$ cat src/rtl/ysyx_24080006_lsu.sv
`default_nettype none
// ============================================================================
//  Module      : ysyx_24080006_lsu
//  Description : Single-outstanding load/store unit between execute and
//                writeback. Non-memory ops pass straight through. Misaligned
//                accesses are flagged and never reach memory. Aligned
//                loads/stores are issued as one request followed by one
//                response.
//  Revision    : 1.0  initial release
// ============================================================================
module ysyx_24080006_lsu (
    input  logic        clock,
    input  logic        reset,
    // upstream (execute)
    input  logic        in_valid,
    output logic        in_ready,
    input  logic [31:0] in_pc,
    input  logic [31:0] in_alu_res,
    input  logic [31:0] in_sdata,
    input  logic [2:0]  in_funct3,
    input  logic [4:0]  in_rd_addr,
    input  logic        in_load,
    input  logic        in_store,
    input  logic        in_wb,
    // downstream (writeback)
    output logic        out_valid,
    input  logic        out_ready,
    output logic [31:0] out_pc,
    output logic [4:0]  out_rd_addr,
    output logic        out_wb,
    output logic [31:0] out_wdata,
    output logic        out_err,
    // memory
    output logic        mem_valid,
    input  logic        mem_ready,
    output logic [31:0] mem_addr,
    output logic        mem_wen,
    output logic [31:0] mem_wdata,
    output logic [3:0]  mem_wstrb,
    input  logic        mem_rvalid,
    input  logic [31:0] mem_rdata
);

    typedef enum logic [1:0] {
        S_IDLE = 2'd0,
        S_REQ  = 2'd1,
        S_WAIT = 2'd2,
        S_OUT  = 2'd3
    } state_t;

    state_t      state_q,     state_d;
    logic        out_valid_q, out_valid_d;
    logic [31:0] pc_q,        pc_d;
    logic [4:0]  rd_q,        rd_d;
    logic        wb_q,        wb_d;
    logic [31:0] wdata_q,     wdata_d;
    logic        err_q,       err_d;
    logic        mvalid_q,    mvalid_d;
    logic [31:0] maddr_q,     maddr_d;
    logic        wen_q,       wen_d;
    logic [31:0] mwdata_q,    mwdata_d;
    logic [3:0]  wstrb_q,     wstrb_d;
    logic [2:0]  funct3_q,    funct3_d;
    logic [1:0]  off_q,       off_d;

    logic [1:0]  w_off;
    logic        w_mem_op;
    logic        w_misaligned;
    logic [3:0]  w_strb;
    logic [31:0] w_rshift;
    logic [31:0] w_load_val;

    assign w_off    = in_alu_res[1:0];
    assign w_mem_op = in_load | in_store;
    assign w_rshift = mem_rdata >> {off_q, 3'b000};

    // Alignment check and byte-lane strobe for the incoming access
    always_comb begin
        w_misaligned = 1'b0;
        w_strb       = 4'b1111;
        case (in_funct3[1:0])
            2'b00: w_strb = 4'b0001 << w_off;
            2'b01: begin
                w_strb       = 4'b0011 << w_off;
                w_misaligned = w_off[0];
            end
            default: begin
                w_strb       = 4'b1111;
                w_misaligned = (w_off != 2'b00);
            end
        endcase
    end

    // Lane extraction plus sign/zero extension of returned load data
    always_comb begin
        w_load_val = w_rshift;
        case (funct3_q)
            3'b000:  w_load_val = {{24{w_rshift[7]}},  w_rshift[7:0]};
            3'b001:  w_load_val = {{16{w_rshift[15]}}, w_rshift[15:0]};
            3'b100:  w_load_val = {24'd0, w_rshift[7:0]};
            3'b101:  w_load_val = {16'd0, w_rshift[15:0]};
            default: w_load_val = w_rshift;
        endcase
    end

    // Next-state and next-output computation for the one-in-flight FSM
    always_comb begin
        state_d     = state_q;
        out_valid_d = out_valid_q;
        pc_d        = pc_q;
        rd_d        = rd_q;
        wb_d        = wb_q;
        wdata_d     = wdata_q;
        err_d       = err_q;
        mvalid_d    = mvalid_q;
        maddr_d     = maddr_q;
        wen_d       = wen_q;
        mwdata_d    = mwdata_q;
        wstrb_d     = wstrb_q;
        funct3_d    = funct3_q;
        off_d       = off_q;
        case (state_q)
            S_IDLE: begin
                if (in_valid) begin
                    pc_d     = in_pc;
                    rd_d     = in_rd_addr;
                    funct3_d = in_funct3;
                    off_d    = w_off;
                    wdata_d  = in_alu_res;
                    maddr_d  = {in_alu_res[31:2], 2'b00};
                    wen_d    = 1'b0;
                    wstrb_d  = 4'b0000;
                    mwdata_d = 32'd0;
                    err_d    = 1'b0;
                    if (!w_mem_op) begin
                        state_d     = S_OUT;
                        out_valid_d = 1'b1;
                        wb_d        = in_wb;
                    end else if (w_misaligned) begin
                        // Flag and skip memory entirely
                        state_d     = S_OUT;
                        out_valid_d = 1'b1;
                        err_d       = 1'b1;
                        wb_d        = 1'b0;
                    end else begin
                        state_d  = S_REQ;
                        mvalid_d = 1'b1;
                        wen_d    = in_store;
                        wstrb_d  = w_strb;
                        mwdata_d = in_sdata << {w_off, 3'b000};
                        wb_d     = in_wb & ~in_store;
                    end
                end
            end
            S_REQ: begin
                // Drop the request right after acceptance so it issues once
                if (mem_ready) begin
                    state_d  = S_WAIT;
                    mvalid_d = 1'b0;
                end
            end
            S_WAIT: begin
                if (mem_rvalid) begin
                    state_d     = S_OUT;
                    out_valid_d = 1'b1;
                    if (!wen_q) begin
                        wdata_d = w_load_val;
                    end
                end
            end
            default: begin
                if (out_ready) begin
                    state_d     = S_IDLE;
                    out_valid_d = 1'b0;
                end
            end
        endcase
    end

    // State and output registers, cleared asynchronously
    always_ff @(posedge clock or posedge reset) begin
        if (reset) begin
            state_q     <= S_IDLE;
            out_valid_q <= 1'b0;
            pc_q        <= 32'd0;
            rd_q        <= 5'd0;
            wb_q        <= 1'b0;
            wdata_q     <= 32'd0;
            err_q       <= 1'b0;
            mvalid_q    <= 1'b0;
            maddr_q     <= 32'd0;
            wen_q       <= 1'b0;
            mwdata_q    <= 32'd0;
            wstrb_q     <= 4'd0;
            funct3_q    <= 3'd0;
            off_q       <= 2'd0;
        end else begin
            state_q     <= state_d;
            out_valid_q <= out_valid_d;
            pc_q        <= pc_d;
            rd_q        <= rd_d;
            wb_q        <= wb_d;
            wdata_q     <= wdata_d;
            err_q       <= err_d;
            mvalid_q    <= mvalid_d;
            maddr_q     <= maddr_d;
            wen_q       <= wen_d;
            mwdata_q    <= mwdata_d;
            wstrb_q     <= wstrb_d;
            funct3_q    <= funct3_d;
            off_q       <= off_d;
        end
    end

    assign in_ready    = (state_q == S_IDLE);
    assign out_valid   = out_valid_q;
    assign out_pc      = pc_q;
    assign out_rd_addr = rd_q;
    assign out_wb      = wb_q;
    assign out_wdata   = wdata_q;
    assign out_err     = err_q;
    assign mem_valid   = mvalid_q;
    assign mem_addr    = maddr_q;
    assign mem_wen     = wen_q;
    assign mem_wdata   = mwdata_q;
    assign mem_wstrb   = wstrb_q;

endmodule
`default_nettype wire

$ cat config.mk
export PLATFORM = sky130hd
export DESIGN_NAME = ysyx_24080006_lsu
export DESIGN_NICKNAME = d
export VERILOG_FILES = /design/src/rtl/ysyx_24080006_lsu.sv
export SDC_FILE = /design/constraint.sdc
export NUM_CORES = 1
export LEC_CHECK = 0
export ABC_CLOCK_PERIOD_IN_PS = 9600
export CAP_MARGIN = 20
export CORE_ASPECT_RATIO = 0.6
export CORE_MARGIN = 2
export CORE_UTILIZATION = 47
export CTS_CLUSTER_SIZE = 30
export DETAILED_ROUTE_END_ITERATION = 12
export GPL_TIMING_DRIVEN = 1
export PLACE_DENSITY = 0.89
export SLEW_MARGIN = 15
export SYNTH_ARGS = -nofsm -noshare
export SYNTH_HDL_FRONTEND = slang
export SYNTH_SLANG_ARGS = --single-unit
$ cat constraint.sdc
create_clock -name clock -period 9.6 [get_ports clock]
set_input_delay 1.92 -clock clock [delete_from_list [all_inputs] [get_ports clock]]
set_output_delay 1.92 -clock clock [all_outputs]
set_load 0.05 [all_outputs]
# After elaboration in Yosys (flattened, before gate mapping)
# Cells that the tools add are included.
totals:
  ff_bits: 147
  inputBits: 145
  output_inout_bits: 143
op_classes:
  n_eq_ne: 13
  n_shift: 4
  n_mux: 35
  bitwise_logic: 4
  reduce_logical: 13
op_table:
  columns: ["operator", "count"]
  rows:
  - ["32-bit 2-to-1 mux", 5]
  - ["32-bit case mux with 4 select lines", 1]
  - ["32-bit case mux with 2 select lines", 1]
  - ["32-bit by 5-bit << shifter with 32-bit output", 1]
  - ["32-bit by 5-bit right shift with 32-bit output", 1]
  - ["1-bit 2-to-1 mux", 15]
  - ["2-bit 2-to-1 mux", 6]
  - ["2-bit inequality test, second input constant", 5]
  - ["5-bit AND reduction", 2]
  - ["4-bit 2-to-1 mux", 2]
  - ["4-bit case mux with 2 select lines", 1]
  - ["4-bit AND reduction", 2]
  - ["3-bit == test, second input constant", 2]
  - ["2-bit case mux with 3 select lines", 1]
  - ["2-bit nonzero test", 3]
  - ["2-bit by 1-bit == test with 1-bit output, second input constant", 2]
  - ["2-bit logical NOT", 2]
  - ["1-bit case mux with 2 select lines", 2]
  - ["4-bit nonzero test", 1]
  - ["1-bit by 2-bit << shifter with 4-bit output, first input constant", 1]
  - ["2-bit by 2-bit << shifter with 4-bit output, first input constant", 1]
  - ["3-bit by 1-bit == test with 1-bit output, second input constant", 1]
  - ["3-bit logical NOT", 1]
  - ["3-bit by 2-bit inequality test with 1-bit output, second input constant", 1]
  - ["other kinds (8)", 9]

# Depth between registers and ports, before layout
logic_depth:
  depth_word: 6
  ltp_mapped: 9

# Worst setup path after synthesis
# OpenSTA, ideal clock, no wires.
synth_timing:
  path_kind: "in2reg"
  start: "input port mem_rdata[23]"
  end: "register wdata_q[16], in the netlist out_wdata[16]"
  t_arrival_ns: 2.956
  required_ns: 9.443
  setup_slack_ns: 6.487
  stages: 5
  path_buffers: 1
  path_cell_list: "mux4_1 nand2b_1 a311o_2 buf_6 a41oi_2"
synth_between:
  elab_chain_cells: 5
synth_lines:
  columns: ["element", "line_no", "source"]
  rows:
  - ["start, declared", "41", "input logic [31:0] mem_rdata"]
  - ["32-bit by 5-bit right shift with 32-bit output", "75", "assign w_rshift = mem_rdata >> {off_q, 3'b000};"]
  - ["32-bit case mux with 4 select lines", "97", "case (funct3_q)"]
  - ["32-bit 2-to-1 mux", "166", "if (!wen_q) begin"]
  - ["32-bit 2-to-1 mux", "163", "if (mem_rvalid) begin"]
  - ["32-bit case mux with 2 select lines", "122", "case (state_q)"]
  - ["end signal, assigned", "203", "wdata_q <= wdata_d;"]
  - ["end, declared", "56", "logic [31:0] wdata_q, wdata_d;"]
# Every way passes these cells. The select of a mux whose other input is x is not followed.
# A chain may end at the register's enable or synchronous reset.

# Worst setup path in the final report
layout_timing:
  start: "register state_q[0]"
  end: "output port in_ready"
layout_between:
  elab_chain_cells: 1
layout_lines:
  columns: ["element", "line_no", "source"]
  rows:
  - ["start, declared", "51", "state_t state_q, state_d;"]
  - ["start signal, assigned", "198", "state_q <= state_d;"]
  - ["2-bit logical NOT", "215", "assign in_ready = (state_q == S_IDLE);"]
  - ["end, declared", "16", "output logic in_ready,"]
# Every way passes these cells.

==> impl_metrics.prom <==
# TYPE chip_impl_metric gauge
chip_impl_metric{name="post-cts-setup-buffer-count",unit=""} 0
chip_impl_metric{name="vias_per_cell",unit=""} 5.587
chip_impl_metric{name="worstSkewPairLatency",unit="ps"} 420
chip_impl_metric{name="detailed_place_hpwl",unit="um"} 16420
chip_impl_info{name="synthMostInstantiatedCell",value="dfrtp_1"} 1
chip_impl_metric{name="p_seq_frac",unit=""} 0.251
chip_impl_info{name="synthDominantAreaCellType",value="dfrtp_1"} 1
chip_impl_metric{name="synthDominantCellAreaShare",unit=""} 0.5135
chip_impl_info{name="grt_busiest_layer",value="met2"} 1
chip_impl_metric{name="setup_viol_count_final",unit=""} 0
chip_impl_metric{name="relSlewSlack",unit=""} 0.3587
chip_impl_metric{name="layout_cells_sized_above_1",unit=""} 0.1773
chip_impl_info{name="yosys-top-cells-count",value="147 x dfrtp_1, 87 x mux2_2, 49 x nand2_1, 40 x nor2_1, 28 x clkbuf_1"} 1
chip_impl_metric{name="cp_data_required_time",unit="ps"} 7680
chip_impl_metric{name="initial_core_util",unit=""} 0.4881
chip_impl_metric{name="synth_area_per_cell",unit="um2"} 11.84
chip_impl_metric{name="internal_power",unit="mW"} 2.275
chip_impl_metric{name="die_h",unit="um"} 99.63
chip_impl_info{name="critPathKind",value="reg2out"} 1
chip_impl_metric{name="total_negative_setup_slacks",unit="ps"} 0
chip_impl_metric{name="clock_sink_count",unit=""} 147
chip_impl_metric{name="row_count",unit=""} 34
chip_impl_info{name="crit_path_start_kind",value="flip-flop"} 1
chip_impl_metric{name="routed_length_per_placed_instance",unit="um"} 20.80
chip_impl_metric{name="first_iteration_detailed_routing_drc_count",unit=""} 504
chip_impl_metric{name="grt_util_met1",unit=""} 0.3867
chip_impl_metric{name="place.gp.congestion",unit=""} 0.8478
chip_impl_metric{name="route.vias.total",unit=""} 6023
chip_impl_metric{name="finalClockSkew",unit="ps"} 11.56
chip_impl_info{name="timing.hold.worst.class",value="reg2reg"} 1
chip_impl_metric{name="drtPass1Iterations",unit=""} 4
chip_impl_metric{name="power.share.clock",unit=""} 0.155
chip_impl_metric{name="ctsHoldBuffers",unit=""} 0
chip_impl_metric{name="drc",unit=""} 0
chip_impl_metric{name="top_level_ports",unit=""} 288
chip_impl_metric{name="pin_count_of_the_biggest_net_entering_global_routing",unit=""} 102
chip_impl_metric{name="yosysWarningCount",unit=""} 0
chip_impl_metric{name="synth-edff-count",unit=""} 0
chip_impl_metric{name="placement.cell_area",unit="um2"} 10110
chip_impl_metric{name="synth_cell_type_count",unit=""} 51
chip_impl_info{name="critPathTopFamily",value="buffers and inverters"} 1
chip_impl_info{name="dominantRegCellSynth",value="dfrtp_1"} 1
chip_impl_metric{name="period_needed",unit="ps"} 4041
chip_impl_metric{name="cts_inserted_buffers",unit=""} 17
chip_impl_metric{name="global_route_wire_length_before_repair",unit="um"} 34350
chip_impl_metric{name="routed_wl",unit="um"} 22420
chip_impl_metric{name="share_comb_of_total_power",unit=""} 0.594
chip_impl_metric{name="groute.layer.met2.usage",unit=""} 0.4258
chip_impl_metric{name="num_antenna_cells",unit=""} 0
chip_impl_metric{name="final.hold.worst_slack",unit="ps"} 479.5
chip_impl_metric{name="drt.antenna.violating_nets",unit=""} 0
chip_impl_metric{name="cp.arrival",unit="ps"} 2120
chip_impl_metric{name="yosys_register_bits",unit=""} 147
chip_impl_metric{name="floorplan.die_area",unit="um2"} 16280
chip_impl_metric{name="power_per_standard_cell_area",unit="nW/um2"} 413.3
chip_impl_metric{name="timing_worst_slew_pin_value",unit="ps"} 961.9
chip_impl_metric{name="crit_path_max_incr_delay",unit="ps"} 870
chip_impl_metric{name="finish.net_count",unit=""} 1017
chip_impl_info{name="crit_path_top_delay_cell",value="clkdlybuf4s50_1"} 1
chip_impl_metric{name="grt-ovfl-total",unit=""} 0
chip_impl_metric{name="critPathMaxFanout",unit=""} 6
chip_impl_info{name="synth.top_cells.by_area",value="dfrtp_1 51%, mux2_2 14%, mux2i_1 3.4%, nand2_1 2.6%, a41oi_2 2.3%"} 1
chip_impl_metric{name="post_cts_resize_count",unit=""} 0
chip_impl_info{name="result_of_the_run",value="completed"} 1
chip_impl_info{name="grt_setup_unrepaired",value="false"} 1
chip_impl_metric{name="timing.max_cap.violations",unit=""} 0
chip_impl_metric{name="gate_count_after_technology_mapping",unit=""} 605
chip_impl_info{name="tritoncts",value="done"} 1
chip_impl_metric{name="critPathBufInv",unit=""} 2
chip_impl_metric{name="finish.instance_area",unit="um2"} 10750
chip_impl_metric{name="static-leakage-power",unit="nW"} 4.379
chip_impl_metric{name="first_global_vias",unit=""} 6087
chip_impl_metric{name="grt_antenna_before_repair",unit=""} 0
chip_impl_metric{name="report.final.slew_viol_count",unit=""} 0
chip_impl_info{name="clockRootBuffer",value="clkbuf_16"} 1
chip_impl_metric{name="synth-async-reset-ratio",unit=""} 1.000
chip_impl_metric{name="syn-cell-area",unit="um2"} 7163
chip_impl_metric{name="clock_tree.htree_level_count",unit=""} 4
chip_impl_info{name="worst_setup_end_kind",value="primary output"} 1
chip_impl_metric{name="sw_frac_of_total",unit=""} 0.4880
chip_impl_metric{name="global_route.usage.total",unit=""} 0.2788
chip_impl_metric{name="cts_buffer_depth",unit=""} 2
chip_impl_metric{name="buffer_ports.inserted",unit=""} 285
chip_impl_metric{name="met3_usage",unit=""} 0.08757
chip_impl_metric{name="ir_worst_vdd",unit="mV"} 0.2545
chip_impl_metric{name="coreArea",unit="um2"} 14680
chip_impl_info{name="path_cells",value="inv_1 > ha_1 > clkdlybuf4s50_1"} 1
chip_impl_metric{name="fin_crit_sh",unit=""} 0.4210
chip_impl_metric{name="flow.area_growth_from_synthesis",unit="%"} 50.10
chip_impl_metric{name="die_width",unit="um"} 163.4
chip_impl_metric{name="clock.fmax",unit="MHz"} 247.4
chip_impl_metric{name="total_switching_power",unit="mW"} 2.168
chip_impl_metric{name="cts.reportedPaths.clkPinSlew",unit="ps"} 70
chip_impl_metric{name="final_hold_viol_count",unit=""} 0
chip_impl_metric{name="synth_sequential_area_ratio",unit=""} 0.5135
-- area by class of cell --
type,count,area (um2)
timing repair buffer,294,2940
clock inverter,15,180.2
fill,1070,3925
tap,198,247.7
multi-input combinational,399,3244
inverter,8,35.03
sequential,147,3679
clock buffer,17,425.4
-- logic make-up after synthesis --
group           after synthesis  share of synthesized area
other cells                   1                  0.0005235
fa+ha+maj                     5                   0.008734
simple gates                133                    0.08838
buf+inv                      60                    0.03755
flops                       147                     0.5135
xor+xnor                      1                   0.001223
mux                         121                     0.2017
compound gates              137                     0.1483
-- path summary, 6_finish.rpt --
check | from | endpoint | slack, ps | depth (start not counted)
max | state_q[0] | in_ready | 5560 | 3
max in group asynchronous | reset | mem_addr[5] | 6280 | 3
min in group asynchronous | reset | out_pc[13] | 2050 | 2
min | mem_wdata[16] | mem_wdata[16] | 480 | 2
min reg2reg | mem_wdata[16] | mem_wdata[16] | 480 | 2
max reg2reg | state_q[0] | out_wdata[12] | 6760 | 7
-- cell usage in the layout, fill, tap and decap left out, drive strengths merged, types with 4 or more instances in the layout --
cell / instances
a22o: 8
mux2: 88
nand2b: 4
clkbuf: 17
a211oi: 10
a21oi: 21
a221oi: 8
mux4: 9
dfrtp: 147
a41oi: 16
inv: 19
clkdlybuf4s50: 285
a211o: 8
nand2: 49
nor2: 41
mux2i: 24
nor2b: 12
o21bai: 16
buf: 9
ha: 5
a22oi: 8
o31ai: 11
nor4: 17
o21ai: 19
-- registers in the layout (all words and copies together) (netlist names), 3 cells and up --
register,count
mem_wdata,32
out_pc,32
out_wdata,32
mem_addr,30
out_rd_addr,5
mem_wstrb,4
funct3_q,3
-- layer usage --
| metal | share of wire | routed length [um] |
|---|---|---|
| met1 | 0.44 | 9869 |
| met2 | 0.46 | 10210 |
| met3 | 0.091 | 2033 |
| met4 | 0.014 | 308 |
| met5 | 0 | 0 |
-- per-stage QoR --
| step | instances | util | power, mW | setup WS (ps) |
|---|---|---|---|---|
| 3_3_place_gp | 1044 | 0.6889 | 3.699 | 5185 |
| 3_5_place_dp | 1044 | 0.6889 | 3.752 | 5127 |
| 5_1_grt | 1078 | 0.7326 | 4.654 | 5403 |
| 6_report | 1078 | 0.7326 | 4.444 | 5559 |
| 4_1_cts | 1076 | 0.7302 | 4.457 | 5544 |
| 2_1_floorplan | 606 | - | 2.891 | 3729 |
-- power groups by stage --
stage / combinational (mW) / sequential, mW / clock, mW
final: 2.64 / 1.11 / 0.689
after global routing: 2.77 / 1.15 / 0.733
after CTS: 2.64 / 1.12 / 0.700
after detailed placement: 2.63 / 1.12 / 0
after global placement: 2.59 / 1.11 / 0
after floorplan: 0.850 / 2.04 / 0
-- worst register-to-register path: stages (launching register included) --
cell      delay [ps]
dfrtp_1          430
inv_1            120
ha_1             290
nor2b_2          750
a211oi_4          30
buf_4            370
and3_1           430
a221oi_1         330
No activity file was read; power rests on OpenSTA's default activity.
